File: config.mk
export PLATFORM = sky130hd
export DESIGN_NAME = haar_stage_evaluator
export DESIGN_NICKNAME = d
export VERILOG_FILES = /design/src/rtl/haar_stage_evaluator.sv
export SDC_FILE = /design/constraint.sdc
export NUM_CORES = 1
export LEC_CHECK = 0
export CORE_MARGIN = 2
export CORE_UTILIZATION = 43
export DETAILED_ROUTE_END_ITERATION = 6
export GPL_TIMING_DRIVEN = 0
export HOLD_SLACK_MARGIN = 0.05
export PLACE_DENSITY = 0.79
export SETUP_SLACK_MARGIN = 0.4
export SLEW_MARGIN = 10
export SYNTH_ARGS = -nofsm -noshare
export SYNTH_HDL_FRONTEND = slang
export SYNTH_SLANG_ARGS = --single-unit
File: constraint.sdc
create_clock -name clk_fpga -period 4.7 [get_ports clk_fpga]
set_clock_uncertainty 0.1 [all_clocks]
set_input_delay 0.705 -clock clk_fpga [delete_from_list [all_inputs] [get_ports clk_fpga]]
set_output_delay 0.705 -clock clk_fpga [all_outputs]
set_load 0.01 [all_outputs]
File: src/rtl/haar_stage_evaluator.sv
// Haar cascade stage evaluator: streams per-classifier parameter words, requests one feature per
// classifier, accumulates leaf values and compares the stage sum against a streamed threshold.
// Optional end-marker framing check is compiled in with HAAR_FRAME_CHECK_EN.
module haar_stage_evaluator #(
  parameter int NUM_CLASSIFIERS_STAGE    = 32,
  parameter int NUM_PARAM_PER_CLASSIFIER = 18,
  parameter int NUM_STAGE_THRESHOLD      = 3,
  parameter int DATA_WIDTH_12            = 12,
  parameter int DATA_WIDTH_16            = 16,
  parameter int ACC_WIDTH                = 20
) (
  input  logic                          clk_fpga,
  input  logic                          reset_fpga,
  input  logic                          i_start,
  input  logic [DATA_WIDTH_12-1:0]      i_data,
  input  logic                          i_valid,
  input  logic                          i_end_single_classifier,
  input  logic                          i_end_database,
  output logic                          o_rden,
  output logic                          o_feat_req,
  output logic [15*DATA_WIDTH_12-1:0]   o_rect,
  input  logic                          i_feat_ack,
  input  logic [DATA_WIDTH_16-1:0]      i_feat_value,
  output logic                          o_busy,
  output logic                          o_stage_valid,
  output logic                          o_stage_pass,
  output logic [ACC_WIDTH-1:0]          o_stage_sum,
  output logic                          o_error
);

  localparam int IDX_MAX = (NUM_PARAM_PER_CLASSIFIER > NUM_STAGE_THRESHOLD) ?
                           NUM_PARAM_PER_CLASSIFIER : NUM_STAGE_THRESHOLD;
  localparam int IDX_W   = $clog2(IDX_MAX);
  localparam int CNT_W   = $clog2(NUM_CLASSIFIERS_STAGE + 1);
  localparam int THR_W   = DATA_WIDTH_12 + 4;

  typedef enum logic [2:0] {IDLE, LOAD, FEATURE, ACCUM, THRESH, DECIDE} state_t;

  state_t                   state;
  logic [IDX_W-1:0]         word_idx;
  logic [CNT_W-1:0]         cls_cnt;
  logic [ACC_WIDTH-1:0]     acc;
  logic [DATA_WIDTH_12-1:0] words [NUM_PARAM_PER_CLASSIFIER];
  logic [DATA_WIDTH_12-1:0] thr_lo;
  logic [3:0]               thr_hi;
  logic [DATA_WIDTH_16-1:0] feat_val;

  logic                     word_acc;
  logic                     cls_last;
  logic                     thr_last;
  logic                     acc_last;
  logic                     take_left;
  logic                     frame_abort;
  logic [DATA_WIDTH_16-1:0] w15_ext;
  logic [ACC_WIDTH-1:0]     left_ext;
  logic [ACC_WIDTH-1:0]     right_ext;
  logic [ACC_WIDTH-1:0]     leaf_ext;
  logic [ACC_WIDTH-1:0]     thr_ext;

  assign word_acc = i_valid && o_rden;
  assign cls_last = (word_idx == IDX_W'(NUM_PARAM_PER_CLASSIFIER - 1));
  assign thr_last = (word_idx == IDX_W'(NUM_STAGE_THRESHOLD - 1));
  assign acc_last = (cls_cnt == CNT_W'(NUM_CLASSIFIERS_STAGE - 1));

  // Node threshold and leaf values are signed 12-bit words widened to the compare/sum widths.
  assign w15_ext   = {{(DATA_WIDTH_16-DATA_WIDTH_12){words[15][DATA_WIDTH_12-1]}}, words[15]};
  assign left_ext  = {{(ACC_WIDTH-DATA_WIDTH_12){words[16][DATA_WIDTH_12-1]}}, words[16]};
  assign right_ext = {{(ACC_WIDTH-DATA_WIDTH_12){words[17][DATA_WIDTH_12-1]}}, words[17]};
  assign take_left = ($signed(feat_val) < $signed(w15_ext));
  assign leaf_ext  = take_left ? left_ext : right_ext;
  assign thr_ext   = {{(ACC_WIDTH-THR_W){thr_hi[3]}}, thr_hi, thr_lo};

  for (genvar g = 0; g < 15; g++) begin : g_rect
    assign o_rect[g*DATA_WIDTH_12 +: DATA_WIDTH_12] = words[g];
  end

`ifdef HAAR_FRAME_CHECK_EN
  logic frame_bad;

  always_comb begin
    frame_bad = 1'b0;
    if (state == LOAD)
      frame_bad = (i_end_single_classifier != cls_last) || i_end_database;
    else if (state == THRESH)
      frame_bad = (i_end_database != thr_last) || i_end_single_classifier;
  end

  assign frame_abort = word_acc && frame_bad;

  always_ff @(posedge clk_fpga) begin
    if (reset_fpga)
      o_error <= 1'b0;
    else
      o_error <= frame_abort;
  end
`else
  logic unused_markers;

  assign unused_markers = ^{i_end_single_classifier, i_end_database};
  assign frame_abort    = 1'b0;
  assign o_error        = 1'b0;
`endif

  always_ff @(posedge clk_fpga) begin
    if (reset_fpga) begin
      state         <= IDLE;
      word_idx      <= '0;
      cls_cnt       <= '0;
      acc           <= '0;
      thr_lo        <= '0;
      thr_hi        <= '0;
      feat_val      <= '0;
      for (int i = 0; i < NUM_PARAM_PER_CLASSIFIER; i++) words[i] <= '0;
      o_busy        <= 1'b0;
      o_rden        <= 1'b0;
      o_feat_req    <= 1'b0;
      o_stage_valid <= 1'b0;
      o_stage_pass  <= 1'b0;
      o_stage_sum   <= '0;
    end else if (frame_abort) begin
      state    <= IDLE;
      word_idx <= '0;
      o_busy   <= 1'b0;
      o_rden   <= 1'b0;
    end else begin
      case (state)
        IDLE: begin
          if (i_start) begin
            state    <= LOAD;
            word_idx <= '0;
            cls_cnt  <= '0;
            acc      <= '0;
            o_busy   <= 1'b1;
            o_rden   <= 1'b1;
          end
        end

        LOAD: begin
          if (word_acc) begin
            words[word_idx] <= i_data;
            if (cls_last) begin
              word_idx   <= '0;
              o_rden     <= 1'b0;
              o_feat_req <= 1'b1;
              state      <= FEATURE;
            end else begin
              word_idx <= word_idx + 1'b1;
            end
          end
        end

        // o_rect is driven from words[], which cannot change outside LOAD.
        FEATURE: begin
          if (i_feat_ack) begin
            feat_val   <= i_feat_value;
            o_feat_req <= 1'b0;
            state      <= ACCUM;
          end
        end

        ACCUM: begin
          acc      <= acc + leaf_ext;
          cls_cnt  <= cls_cnt + 1'b1;
          word_idx <= '0;
          o_rden   <= 1'b1;
          state    <= acc_last ? THRESH : LOAD;
        end

        THRESH: begin
          if (word_acc) begin
            if (word_idx == IDX_W'(0)) thr_lo <= i_data;
            if (word_idx == IDX_W'(1)) thr_hi <= i_data[3:0];
            if (thr_last) begin
              word_idx      <= '0;
              o_rden        <= 1'b0;
              o_stage_valid <= 1'b1;
              o_stage_pass  <= ($signed(acc) >= $signed(thr_ext));
              o_stage_sum   <= acc;
              state         <= DECIDE;
            end else begin
              word_idx <= word_idx + 1'b1;
            end
          end
        end

        DECIDE: begin
          o_stage_valid <= 1'b0;
          o_busy        <= 1'b0;
          state         <= IDLE;
        end

        default: begin
          state  <= IDLE;
          o_busy <= 1'b0;
          o_rden <= 1'b0;
        end
      endcase
    end
  end

endmodule

# Word-level counts from Yosys, hierarchy flattened

Memory sizes are Yosys's and may differ from the RTL's.
Index checks and enable logic that the tools add are counted.

Bits in registers: 91
RAM bits: 216
Output and inout bits: 206
Memories kept: 1

Memory list:

| name  | depth | width | read ports | clocked after memory_dff | wr ports | RTL line | RTL |
|---|---|---|---|---|---|---|---|
| words | 18    | 12    | 18         | 0                        | 18       | 43       | `logic [DATA_WIDTH_12-1:0] words [NUM_PARAM_PER_CLASSIFIER];` |

$add $sub $neg: 3
$lt $le $gt $ge: 2
Eq/ne operators: 15
Multiplexer cells: 42
Bitwise operators: 2
Reduce and logical (&&, ||, !) cells: 21

Operators with widths:

| operator                                                               | count |
|---|---|
| 20-bit 2-to-1 mux                                                      | 2 |
| 20-bit case mux with 2 select lines                                    | 1 |
| 5-bit 2-to-1 mux                                                       | 6 |
| 3-bit 2-to-1 mux                                                       | 7 |
| 20-bit adder                                                           | 1 |
| 20-bit by 16-bit greater-or-equal comparator with 1-bit output         | 1 |
| 5-bit case mux with 4 select lines                                     | 1 |
| 1-bit 2-to-1 mux                                                       | 17 |
| 16-bit by 12-bit less-than comparator with 1-bit output                | 1 |
| 3-bit case mux with 5 select lines                                     | 1 |
| 12-bit 2-to-1 mux                                                      | 1 |
| 2-bit inequality test (second input constant)                          | 6 |
| 6-bit case mux with 2 select lines                                     | 1 |
| 3-bit AND reduction                                                    | 4 |
| 6-bit AND reduction                                                    | 2 |
| 12-bit OR reduction                                                    | 1 |
| 4-bit AND reduction                                                    | 2 |
| 6-bit by 1-bit adder with 6-bit output (second input constant)         | 1 |
| 3-bit by 2-bit equality test with 1-bit output (second input constant) | 2 |
| 3-bit equality test (second input constant)                            | 2 |
| 6-bit by 5-bit equality test with 1-bit output (second input constant) | 1 |
| 6-bit 2-to-1 mux                                                       | 1 |
| 1-bit case mux with 2 select lines                                     | 3 |
| 2-bit AND reduction                                                    | 3 |
| 14 further kinds                                                       | 17 |

# Longest topological paths before layout

Depth after elaboration: 7
Mapped depth: 20
Depth with buffers taken out: 19

# Worst setup path before layout

No wires, ideal clock.

Kind: reg2reg
From: memory words[15][4]
To: register acc[19]
Arrival time: 3886 ps
Required time: 4477 ps
Slack: 590 ps
Stages on the path, launching flop included: 19
Path buffers: 1
Clock period less this slack: 4110 ps
Cells stage by stage: edfxtp_1 inv_1 ha_1 a21o_1 a2111oi_2 o21a_1 o21a_4 a21o_1 buf_2 mux2_2 ha_1 o211ai_1 o211ai_1 a221oi_2 o211ai_1 and3_1 a2111oi_2 a21oi_1 nand3b_1

RTL lines:

| what                   | RTL line | RTL |
|---|---|---|
| start: declaration     | 43       |  |
| end signal: assignment | 162      | `acc <= acc + leaf_ext;` |
| end: declaration       | 42       | `logic [ACC_WIDTH-1:0] acc;` |

==> impl_metrics.yaml <==
status:
  outcome: "finished, final reports clean"
yosys:
  syn-instance-count: 1216
  synth_edf_count: 216
  ys_ff_latch: 307
  async_reset_ff_frac: 0
  synth_area_per_cell_um2: 10.9
  seq_area_frac_synth: 0.624
  synth_warnings: 0
  synth_nets: 1313
  yosysUniqueCellTypes: 59
  synthesis.area_um2: 13300
  synthFlopType: "edfxtp_1"
place:
  gp_congestion: 0.917
  place_inst: 1848
  hpwl_um: 27400
  port_buffers: 236
floorplan:
  coreArea_um2: 30500
  num_rows: 64
  ios: 241
  die_area_um2: 32400
  die_h_um: 180
  die_w_um: 180
  initial_utilization: 0.436
route:
  drc: 0
  post_drt_wl_per_cell_um: 20.0
  vias_per_cell: 5.42
  drt_iter0_drc: 1041
  dr_total_vias: 10400
  antenna_left: 0
  first_pass_iters: 6
  routed_wl_um: 38400
run:
  maxCapViolCount: 0
clock_tree:
  cts.path.max_buffers: 3
  cts_tree: "yes"
  cts_made_buffers: 31
  clk_pin_slew_ps: 60
  cts_sinks: 307
  htree_levels: 1
  clock-root-buffer: "clkbuf_16"
  clock_latency_ps: 580
power_and_ir_drop:
  clkPwrFrac: 0.396
  irDropWorstVdd_v: 0.000334
  switching_share: 0.245
  combPwrFrac: 0.120
  p_int_mw: 4.72
  power_mw: 6.25
  p_per_area_nw_per_um2: 357
  p_seq_frac: 0.485
  cellLeakagePower_nw: 6.33
  switching_power_mw: 1.53
setup_path:
  path_class: "reg2reg"
  critPathSlowestCell: "edfxtp_1"
  cp-end-kind: "flop"
  cp.required_ps: 5050
  crit_chain: "inv_4 > ha_1 > nand4_1 > nor2_1 > o2111ai_2 > o21a_4 > a21o_4 > buf_8 > mux2_4 > ha_4 > o211ai_1 > o211ai_1 > a221oi_2 > buf_4 > o211ai_1 > and3_1 > a2111oi_4 > a21oi_1 > nand3b_1"
  crit_path_max_fanout: 5
  cpPeakStageDelay_ps: 370
  cp_data_arrival_time_ps: 4640
  crit_top_cell: "o211ai_1"
  startpoint_type: "flop"
layout:
  seqCellArea_um2: 8310
  final_cells: 1914
  drive_gt1_frac: 0.0784
  layout_commonest_cell: "clkdlybuf4s50_1"
  synthToLayoutAreaGrowth_pct: 31.7
  fill_cells: 2476
  antenna_cells: 0
  finalNetCount: 1593
  mostFrequentLayoutCells: "clkdlybuf4s50_1, edfxtp_1, nor2_1"
  multi_input_area_um2: 4770
global_route:
  antenna_found_initial: 0
  overflow: 0
  grt_use_total: 0.228
  grt_pass1_vias: 10100
  grt_pass1_wl_um: 57300
  grt_max_degree: 17
timing:
  hold_viol: 0
  period_share: 0.913
  slew_headroom: 0.328
  period_needed_ps: 4290
  setup_viol: 0
  fin_tns_setup_ps: 0
  rsz0062_at_grt: "no"
  whs_ps: 356
  worstMarginPinSlew_ps: 1000
  slew_viol_final: 0
  fmax_ghz: 0.233
min_path:
  min_path_type: "reg2reg"
-- cells in the mapped netlist, types with 16 or more instances --
library cell    n  area share
a22oi_1        16      0.0090
a21oi_1        91       0.034
clkbuf_1       64       0.018
edfxtp_1      216        0.49
nor2_1        214       0.060
and2_1         51       0.024
nand2_1       148       0.042
nand3_1        31       0.012
ha_1           61       0.057
dfxtp_1        91        0.14
inv_1          51       0.014
a21o_1         18       0.010
-- layer usage --
metal,vias to the layer above,GRT usage,share of wire
met5,-,0,0
met4,0,0.0891,0.039
met3,110,0.0855,0.12
met2,511,0.383,0.47
met1,4991,0.264,0.37
li1,4769,-,-
-- power by group through the flow --
stage	logic (mW)	registers (mW)	clock network, mW
floorplan	0.369	3.11	0
global placement	0.678	3.08	0
detailed placement	0.690	3.09	0
CTS	0.713	3.03	2.50
global route	0.804	3.04	2.59
finish	0.748	3.03	2.47
-- stage by stage --
stage	area (µm²)	utilization	worst slack [ps]
global route	17500	0.574	322
global placement	16200	0.530	53.8
CTS	17300	0.568	408
finish	17500	0.574	409
detailed placement	16200	0.530	-26.6
floorplan	13300	-	590
-- critical path: cells and delay by family, from the launching register on --
family	cells	cell delay (ps)
compound gates	9	1810
simple gates	4	660
fa+ha+maj	2	540
buf+inv	3	390
flops	1	370
mux	1	300
-- cells by family (layout without fill, tap and decap cells) --
logic type	after synthesis	in the layout	synth area share
AOI/OAI and AO/OA	179	179	0.0864
xor gates and xnor gates	20	20	0.0132
adders and majority gates	62	62	0.0589
buffers and inverters	120	422	0.0344
DFF	307	307	0.624
muxes	13	13	0.0109
other	1	1	0.000282
and+or+nand+nor	514	514	0.172
-- registers in the layout, summed over array words and instances (netlist names), 3 cells and up --
| signal | flops |
|---|---|
| o_stage_sum | 20 |
| acc | 20 |
| thr_lo | 12 |
| feat_val | 16 |
| word_idx | 5 |
| thr_hi | 4 |
| words | 216 |
| cls_cnt | 6 |
| state | 3 |
-- final timing paths --
kind                                           endpoint  slack, ps  depth (start not counted)                        start
worst max-delay path               acc[19]$_SDFFE_PP0P_        410                         19  words[15][11]$_SDFFCE_PN0P_
worst min register to register  thr_lo[11]$_SDFFE_PP0P_        360                          2      thr_lo[11]$_SDFFE_PP0P_
worst max register to register     acc[19]$_SDFFE_PP0P_        410                         19  words[15][11]$_SDFFCE_PN0P_
worst min-delay path            thr_lo[11]$_SDFFE_PP0P_        360                          2      thr_lo[11]$_SDFFE_PP0P_
-- layout make-up --
cell class / count / share of cell area
plain buffers: 68 / 0.0156
clock buffers: 41 / 0.0484
clock inverters: 14 / 0.00921
inverters: 52 / 0.0113
multi-input cells: 789 / 0.273
flip-flops and latches: 307 / 0.474
well taps: 396 / 0.0283
repair buffers: 247 / 0.141
-- what timing repair did --
item / CTS / global route
hold buffers: 0 / 0
setup buffers: 6 / 4
setup endpoints to repair: 10 / 9
pin swaps: 8 / 20
resized for setup: 20 / 19
cloned: 0 / 1
Note: power is estimated with default switching activity, not from simulation.
